**src/rtl/tag_sort_pkg.sv**
```systemverilog
// Shared encodings and widths for the tag-sort search pipeline.
package tag_sort_pkg;

  localparam int unsigned TAG_W  = 12;
  localparam int unsigned NIB_W  = 4;
  localparam int unsigned MASK_W = 16;

  typedef enum logic [1:0] {
    OP_NOP    = 2'b00,
    OP_SEARCH = 2'b01,
    OP_INSERT = 2'b10,
    OP_DELETE = 2'b11
  } op_e;

  typedef enum logic {
    ST_INIT = 1'b0,
    ST_RUN  = 1'b1
  } state_e;

  function automatic logic [MASK_W-1:0] nib_onehot(input logic [NIB_W-1:0] nib);
    return MASK_W'(1) << nib;
  endfunction

endpackage

```
**src/rtl/mask_ge_encoder.sv**
```systemverilog
// Finds the lowest set bit of a 16-bit node mask at or above a given nibble.
module mask_ge_encoder
  import tag_sort_pkg::*;
(
  input  logic [MASK_W-1:0] mask,
  input  logic [NIB_W-1:0]  nibble,
  output logic              found,
  output logic [NIB_W-1:0]  index
);

  logic [MASK_W-1:0] masked;

  always_comb begin
    masked = mask & ~(nib_onehot(nibble) - MASK_W'(1));
    found  = |masked;
    index  = '0;
    // Descending scan so the lowest qualifying bit is the last one written.
    for (int unsigned i = MASK_W; i > 0; i--) begin
      if (masked[i-1]) index = NIB_W'(i - 1);
    end
  end

endmodule

```
**src/rtl/stage_3_search.sv**
```systemverilog
// Level-3 bitmap search stage: two-cycle read/modify/write over a node bitmap
// with an INIT sweep that zeroes every node after reset.
module stage_3_search
  import tag_sort_pkg::*;
#(
  parameter int unsigned NODE_AW = 8,
  parameter int unsigned CNT_W   = 13
) (
  input  logic               clk,
  input  logic               rst,
  input  logic               ena,
  input  logic               valid_in,
  input  logic [1:0]         op_in,
  input  logic [NODE_AW-1:0] node_addr_in,
  input  logic [TAG_W-1:0]   incoming_tag_in,
  output logic               ready_out,
  output logic               valid_out,
  output logic [1:0]         op_out,
  output logic [TAG_W-1:0]   tag_out,
  output logic [NIB_W-1:0]   result_nibble_out,
  output logic               found_out,
  output logic               backtrack_out,
  output logic               dup_out,
  output logic               node_empty_out,
  output logic [MASK_W-1:0]  mask_out,
  output logic [CNT_W-1:0]   tag_count_out
);

  localparam int unsigned DEPTH = 1 << NODE_AW;

  logic [MASK_W-1:0]  mem [DEPTH];
  state_e             state;
  logic [NODE_AW-1:0] sweep;

  logic               s1_valid;
  op_e                s1_op;
  logic [NODE_AW-1:0] s1_addr;
  logic [TAG_W-1:0]   s1_tag;
  logic [MASK_W-1:0]  s1_mask;

  logic               accept;
  logic               s2_write;
  logic               dup;
  logic [NIB_W-1:0]   nib;
  logic [MASK_W-1:0]  bit_sel;
  logic [MASK_W-1:0]  new_mask;
  logic               enc_found;
  logic [NIB_W-1:0]   enc_index;

  assign accept = valid_in & ena & ready_out;

  always_ff @(posedge clk or negedge rst) begin
    if (!rst) begin
      state     <= ST_INIT;
      sweep     <= '0;
      ready_out <= 1'b0;
    end else if (state == ST_INIT) begin
      sweep <= sweep + NODE_AW'(1);
      if (sweep == '1) begin
        state     <= ST_RUN;
        ready_out <= 1'b1;
      end
    end
  end

  always_comb begin
    nib      = s1_tag[NIB_W-1:0];
    bit_sel  = nib_onehot(nib);
    new_mask = s1_mask;
    dup      = 1'b0;
    case (s1_op)
      OP_INSERT: begin
        new_mask = s1_mask | bit_sel;
        dup      = |(s1_mask & bit_sel);
      end
      OP_DELETE: begin
        new_mask = s1_mask & ~bit_sel;
        dup      = ~|(s1_mask & bit_sel);
      end
      default: ;
    endcase
    s2_write = ena & s1_valid & ((s1_op == OP_INSERT) | (s1_op == OP_DELETE));
  end

  mask_ge_encoder u_enc (
    .mask   (s1_mask),
    .nibble (nib),
    .found  (enc_found),
    .index  (enc_index)
  );

  // Memory is deliberately outside the async reset; only the sweep clears it.
  // The S2 write is forwarded into S1 so a same-node follow-on never reads stale data.
  always_ff @(posedge clk) begin
    if (state == ST_INIT) begin
      mem[sweep] <= '0;
    end else if (s2_write) begin
      mem[s1_addr] <= new_mask;
    end
    if (ena) begin
      s1_mask <= (s2_write && (s1_addr == node_addr_in)) ? new_mask : mem[node_addr_in];
    end
  end

  always_ff @(posedge clk or negedge rst) begin
    if (!rst) begin
      s1_valid          <= 1'b0;
      s1_op             <= OP_NOP;
      s1_addr           <= '0;
      s1_tag            <= '0;
      valid_out         <= 1'b0;
      op_out            <= '0;
      tag_out           <= '0;
      result_nibble_out <= '0;
      found_out         <= 1'b0;
      backtrack_out     <= 1'b0;
      dup_out           <= 1'b0;
      node_empty_out    <= 1'b0;
      mask_out          <= '0;
      tag_count_out     <= '0;
    end else if (ena) begin
      s1_valid <= accept;
      if (accept) begin
        s1_op   <= op_e'(op_in);
        s1_addr <= node_addr_in;
        s1_tag  <= incoming_tag_in;
      end
      valid_out <= s1_valid;
      if (s1_valid) begin
        op_out            <= s1_op;
        tag_out           <= s1_tag;
        mask_out          <= new_mask;
        found_out         <= (s1_op == OP_SEARCH) & enc_found;
        backtrack_out     <= (s1_op == OP_SEARCH) & ~enc_found;
        result_nibble_out <= ((s1_op == OP_SEARCH) && enc_found) ? enc_index : '0;
        dup_out           <= dup;
        node_empty_out    <= (s1_op != OP_NOP) && (new_mask == '0);
        if (s1_op == OP_INSERT && !dup && tag_count_out != '1) begin
          tag_count_out <= tag_count_out + CNT_W'(1);
        end else if (s1_op == OP_DELETE && !dup && tag_count_out != '0) begin
          tag_count_out <= tag_count_out - CNT_W'(1);
        end
      end else begin
        op_out            <= '0;
        tag_out           <= '0;
        mask_out          <= '0;
        found_out         <= 1'b0;
        backtrack_out     <= 1'b0;
        result_nibble_out <= '0;
        dup_out           <= 1'b0;
        node_empty_out    <= 1'b0;
      end
    end
  end

endmodule

```
**config.mk**
```make
export PLATFORM = sky130hd
export DESIGN_NAME = stage_3_search
export DESIGN_NICKNAME = d
export VERILOG_FILES = /design/src/rtl/tag_sort_pkg.sv /design/src/rtl/mask_ge_encoder.sv /design/src/rtl/stage_3_search.sv
export SDC_FILE = /design/constraint.sdc
export NUM_CORES = 2
export LEC_CHECK = 0
export CAP_MARGIN = 20
export CORE_ASPECT_RATIO = 0.6
export CORE_MARGIN = 2
export CORE_UTILIZATION = 57
export DETAILED_ROUTE_END_ITERATION = 8
export DONT_BUFFER_PORTS = 1
export GPL_TIMING_DRIVEN = 0
export PLACE_DENSITY_LB_ADDON = 0.08
export SLEW_MARGIN = 0
export SYNTH_ARGS = -nofsm -noshare
export SYNTH_HDL_FRONTEND = slang
export SYNTH_SLANG_ARGS = --single-unit
```
**constraint.sdc**
```tcl
create_clock -name clk -period 8.9 [get_ports clk]
set_clock_uncertainty 0.15 [all_clocks]
set_input_delay 1.335 -clock clk [delete_from_list [all_inputs] [get_ports clk]]
set_output_delay 1.335 -clock clk [all_outputs]
set_load 0.03 [all_outputs]
```
Word-level counts from Yosys, hierarchy flattened
Memory sizes are Yosys's and may differ from the RTL's.
Cells that the tools add are included.
{"block": "word_totals", "in_bits": 26, "word_cells": 103, "mem_bits_rw": 4096, "mem_count": 1, "output_inout_bits": 53, "register_bits": 101}
{"block": "classes", "add_sub_neg": 4, "reduce_logical": 19, "mux": 39, "n_bitwise": 15, "n_eq_ne": 6, "n_shift": 1}
{"memory": "mem", "depth": 256, "word_bits": 16, "rd": 1, "rd_clocked_by_memory_dff": 0, "write_ports": 1, "line_no": "stage_3_search.sv:31", "rtl": "logic [MASK_W-1:0] mem [DEPTH];"}
{"op": "4-bit 2-to-1 mux", "n": 18}
{"op": "16-bit bitwise AND", "n": 3}
{"op": "16-bit 2-to-1 mux", "n": 3}
{"op": "16-bit OR reduction", "n": 3}
{"op": "16-bit NOT", "n": 2}
{"op": "16-bit case mux with 2 select lines", "n": 1}
{"op": "13-bit 2-to-1 mux", "n": 2}
{"op": "16-bit logical NOT", "n": 1}
{"op": "16-bit bitwise OR", "n": 1}
{"op": "1-bit by 4-bit << shifter with 16-bit output (first input constant)", "n": 1}
{"op": "16-bit by 1-bit subtractor with 16-bit output (second input constant)", "n": 1}
{"op": "13-bit by 1-bit adder with 13-bit output (second input constant)", "n": 1}
{"op": "13-bit != test (second input constant)", "n": 1}
{"op": "13-bit nonzero test", "n": 1}
{"op": "13-bit by 1-bit subtractor with 13-bit output (second input constant)", "n": 1}
{"op": "12-bit 2-to-1 mux", "n": 1}
{"op": "1-bit 2-to-1 mux", "n": 11}
{"op": "8-bit by 1-bit adder with 8-bit output (second input constant)", "n": 1}
{"op": "8-bit equality test", "n": 1}
{"op": "8-bit equality test (second input constant)", "n": 1}
{"op": "8-bit 2-to-1 mux", "n": 1}
{"op": "1-bit logical AND", "n": 7}
{"op": "1-bit bitwise AND", "n": 6}
{"op": "2-bit equality test (second input constant)", "n": 2}
{"op": "other kinds (9)", "n": 13}

Depth between registers and ports, before layout
{"block": "depth", "ltp_word": 22, "depth_mapped": 15, "mapped_depth_nobuf": 13}

Cells and area by module
A second synthesis with hierarchy kept.
{"block": "unflattened", "hier_cells": 7644, "area_unflattened_um2": 164126.2}
{"mod": "stage_3_search", "cells_each": 7551, "n_inst": 1, "area_each_um2": 163501.8, "seq_area_each_um2": 125605.5}
{"mod": "mask_ge_encoder", "cells_each": 93, "n_inst": 1, "area_each_um2": 624.3, "seq_area_each_um2": 0.0}

Least setup slack after synthesis
Ideal clock, no wire load.
{"block": "synth_timing", "path_type": "input port to flip-flop", "startpoint": "in ena", "endpoint": "mem mem[0][10] (data pin)", "required_time_ns": 7.357, "setup_time_ns": 1.393, "stages": 6, "n_path_buf": 3, "slack_ns": -0.843, "t_arrival_ns": 8.200, "path_cell_list": "and3_1 clkbuf_1 nand2_1 clkbuf_1 clkbuf_1 nor2_1"}
{"block": "synth_via", "elab_chain_len": 7}
{"item": "start, declared", "line_no": "stage_3_search.sv:11", "rtl": "input logic ena,"}
{"item": "1-bit bitwise AND (2 in a row)", "line_no": "stage_3_search.sv:82", "rtl": "s2_write = ena & s1_valid & ((s1_op == OP_INSERT) | (s1_op == OP_DELETE));"}
{"item": "1-bit 2-to-1 mux", "line_no": "stage_3_search.sv:97", "rtl": "end else if (s2_write) begin"}
{"item": "1-bit 2-to-1 mux", "line_no": "stage_3_search.sv:95", "rtl": "if (state == ST_INIT) begin"}
{"item": "1-bit 2-to-1 mux (not written as such)", "line_no": "stage_3_search.sv:98", "rtl": "mem[s1_addr] <= new_mask;"}
{"item": "16-bit OR reduction (no line)"}
{"item": "16-bit 2-to-1 mux (no line)"}
{"item": "end, declared", "line_no": "stage_3_search.sv:31"}
No other way between the ends.

Worst setup path after layout
{"block": "layout_timing", "startpoint": "in node_addr_in[4]", "endpoint": "reg s1_mask[0] (data pin)"}
{"block": "layout_via", "elab_chain_len": 3, "word_cells_on_any_way": 4, "cone_classes": "eq/ne (1); mux (1); reduce/logical (1); memory (1)"}
{"item": "start, declared", "line_no": "stage_3_search.sv:14", "rtl": "input logic [NODE_AW-1:0] node_addr_in,"}
{"item": "parallel branches: the longest is 2 deep, another holds memory 256 x 16 bit"}
{"item": "16-bit 2-to-1 mux *", "line_no": "stage_3_search.sv:101", "rtl": "s1_mask <= (s2_write && (s1_addr == node_addr_in)) ? new_mask : mem[node_addr_in];"}
{"item": "end signal, assigned", "line_no": "stage_3_search.sv:101"}
{"item": "end, declared", "line_no": "stage_3_search.sv:39", "rtl": "logic [MASK_W-1:0] s1_mask;"}
Mark *: on every way between the ends.
A chain may end at the register's enable or synchronous reset.

==> flow_metrics.env <==
export IMPL_slew_viol_final=0
export IMPL_setup_viol=0
export IMPL_die_w_um=694.0
export IMPL_postRouteAntennaNets=0
export IMPL_synth_avg_cell_area_sq_um=21.18
export IMPL_drv_cap=0
export IMPL_start_kind="input pin"
export IMPL_cts_setup_buffers=0
export IMPL_cts_sinks=4197
export IMPL_power_mw=39.20
export IMPL_grt_setup_unrepaired="no"
export IMPL_critPathArrivalTime_ps=7590
export IMPL_syn_inst=7686
export IMPL_drtPass1Iterations=9
export IMPL_crit_path_max_fanout=10
export IMPL_grt_use_total_pct=41.98
export IMPL_yosys_warnings=0
export IMPL_synthFlopType="edfxtp_1"
export IMPL_status="finished, violations left"
export IMPL_worstPathRequired_ps=9310
export IMPL_drive_gt1_share_pct=29.71
export IMPL_grt_pass1_wl_mm=788.5
export IMPL_cts_made_buffers=376
export IMPL_grt_ovfl_total=0
export IMPL_clockBufferDepth=4
export IMPL_nets=8590
export IMPL_slew_headroom_pct=1.075
export IMPL_syn_nets=7726
export IMPL_syn_to_final_growth_pct=15.96
export IMPL_r2r_slack_ps=3320
export IMPL_insertion_delay_ps=970
export IMPL_final_util_pct=66.67
export IMPL_leakagePower_nw=49.46
export IMPL_cts_tree="yes"
export IMPL_dp_hpwl_mm=444.1
export IMPL_synth_seq_cells=4197
export IMPL_synth_area_sq_mm=0.1628
export IMPL_irDropWorstVdd_uv=219.7
export IMPL_antenna_found_initial=66
export IMPL_drc=8
export IMPL_critPathCaptureType="register"
export IMPL_portBuffers=0
export IMPL_hold_path_class="input pin to asynchronous set/reset pin"
export IMPL_synth_edf_count=4112
export IMPL_gp_congestion=1.078
export IMPL_vias=92710
export IMPL_tightest_slew_ps=1484
export IMPL_postSynth_asyncResetShare_pct=2.025
export IMPL_coreArea_sq_mm=0.2832
export IMPL_clock_root_buffer="clkbuf_16"
export IMPL_fmax_mhz=139.3
export IMPL_yosys_cell_types_count=78
export IMPL_seq_area_frac_synth_pct=77.14
export IMPL_dieArea_sq_mm=0.2901
export IMPL_htree_levels=5
export IMPL_grt_max_degree=86
export IMPL_drtIter0Drc=19490
export IMPL_routed_via_density=7.337
export IMPL_io_pins=79
export IMPL_grt_pass1_vias=84140
export IMPL_holdWs_ps=176.7
export IMPL_reg2reg_depth=11
export IMPL_min_period_ps=7178
export IMPL_powerDensity_mw_per_mm2=207.6
export IMPL_drt_wirelength_per_cell_um=48.07
export IMPL_start_util_pct=57.49
export IMPL_rr_startpoint="s1_valid"
export IMPL_reg2reg_to="mem[152][7]"
export IMPL_clk_pin_slew_ps=70
export IMPL_finalCritPeriodShare_pct=80.65
export IMPL_path_class="input pin to register"
export IMPL_dieHeight_um=418.0
export IMPL_violations="DRC"
export IMPL_hold_violations=0
export IMPL_worst_slack_ps=1722
export IMPL_core_rowCount=151
export IMPL_dp_slack_ps=1333
export IMPL_wl_mm=607.4
layout by cell type (no fill, tap or decap), drive strengths merged, types with 36 or more instances in the layout:
cell,instances
a211oi,65
a21oi,153
buf,730
bufinv,36
clkbuf,656
clkinv,164
dfrtp,85
diode,39
edfxtp,4112
mux2,47
mux2i,248
mux4,1028
nand2,121
nand3,51
nor2,700
o211ai,63
o21ai,138
o22ai,68
per-stage QoR:
| stage | area [sq um] | std cells | TNS, ps |
|---|---|---|---|
| 4_1_cts | 188400 | 12570 | 0 |
| 6_report | 188800 | 12640 | 0 |
| 5_1_grt | 188700 | 12610 | 0 |
| 3_3_place_gp | 167500 | 11430 | - |
| 2_1_floorplan | 162800 | 7686 | -3137130 |
| 3_5_place_dp | 176400 | 11890 | 0 |
cell usage after synthesis, types with 17 or more instances:
| cell | count | share of area [%] |
|---|---|---|
| a211oi_1 | 65 | 0.30 |
| a21oi_1 | 153 | 0.47 |
| buf_1 | 36 | 0.083 |
| buf_2 | 175 | 0.54 |
| buf_4 | 28 | 0.13 |
| clkbuf_1 | 188 | 0.43 |
| dfrtp_1 | 85 | 1.3 |
| edfxtp_1 | 4112 | 76 |
| inv_1 | 21 | 0.048 |
| mux2_2 | 37 | 0.26 |
| mux2i_1 | 248 | 1.5 |
| mux4_2 | 1028 | 14 |
| nand2_1 | 121 | 0.28 |
| nand3_1 | 51 | 0.16 |
| nand4_1 | 28 | 0.11 |
| nor2_1 | 700 | 1.6 |
| nor3_1 | 24 | 0.074 |
| nor4_1 | 17 | 0.065 |
| o211ai_1 | 63 | 0.29 |
| o21ai_0 | 136 | 0.42 |
| o221ai_1 | 32 | 0.17 |
| o22ai_1 | 68 | 0.26 |
| o2bb2ai_1 | 19 | 0.10 |
| xnor2_1 | 24 | 0.13 |
worst max-delay path, stage by stage:
cell and delay, ps:
buf_2 560, buf_2 600, buf_2 710, clkbuf_2 870
clkbuf_1 1110, a21oi_1 420, nor2_1 200, nor4_1 80
buf_2 210, nor3_1 1080, a211oi_1 280
flip-flops by register name, indices dropped and copies added, names as in the netlist, 8 cells and up:
name / flops
mem: 4096
mask_out: 16
s1_mask: 16
tag_count_out: 13
s1_tag: 12
tag_out: 12
s1_addr: 8
sweep: 8
cell type report:
class	instances	area [sq um]
Inverter	23	86.33
Clock buffer	459	9927
Clock inverter	218	2058
Multi-Input combinational cell	3025	36000
Antenna cell	39	97.59
Buffer	441	2143
Sequential cell	4197	125600
Timing Repair Buffer	486	8197
Fill cell	18220	94410
Tap cell	3748	4690
worst max-delay path by stage:
stage / startpoint / endpoint / slack (ps) / depth (start not counted)
4_1_cts: node_addr_in[4] / s1_mask[15] / 2310 / 11
6_report: node_addr_in[4] / s1_mask[0] / 1720 / 11
3_3_place_gp: ena / mem[28][4] / -11620 / 5
5_1_grt: node_addr_in[4] / s1_mask[5] / 2410 / 12
3_5_place_dp: node_addr_in[4] / s1_mask[15] / 1330 / 11
2_1_floorplan: ena / mem[0][10] / -840 / 6
logic make-up (layout without fill, tap and decap cells):
group	after synthesis	after routing	share of synthesized area, %
other cells	0	39	0
simple gates	1022	1022	2.646
flops	4197	4197	77.14
compound gates	639	639	2.550
xor+xnor	27	27	0.1452
fa+ha+maj	14	14	0.1122
buf+inv	464	1627	1.336
mux	1323	1323	16.07
per-layer routing:
layer | wire length, um | up-vias | global-route usage, %
met1 | 224600 | 49090 | 60.18
li1 | - | 33770 | -
met5 | 1714 | - | 0.4637
met2 | 239000 | 8506 | 53.74
met3 | 114000 | 1283 | 23.24
met4 | 28070 | 64 | 15.58
report_power, final:
part | switching, mW | internal (mW) | total (mW) | leakage (nW)
clock network | 7.38 | 8.99 | 16.4 | 5.87
registers | 0.0107 | 21.4 | 21.4 | 29.6
logic | 1.11 | 0.353 | 1.47 | 14.0
total | 8.50 | 30.7 | 39.2 | 49.5
repair_timing:
item / CTS / global route
endpoints found under the setup margin: 0 / 0
hold buffers: 1 / 0
resized for setup: 0 / 0
hold endpoints to repair: 85 / 0
(Power assumes the default switching activity.)
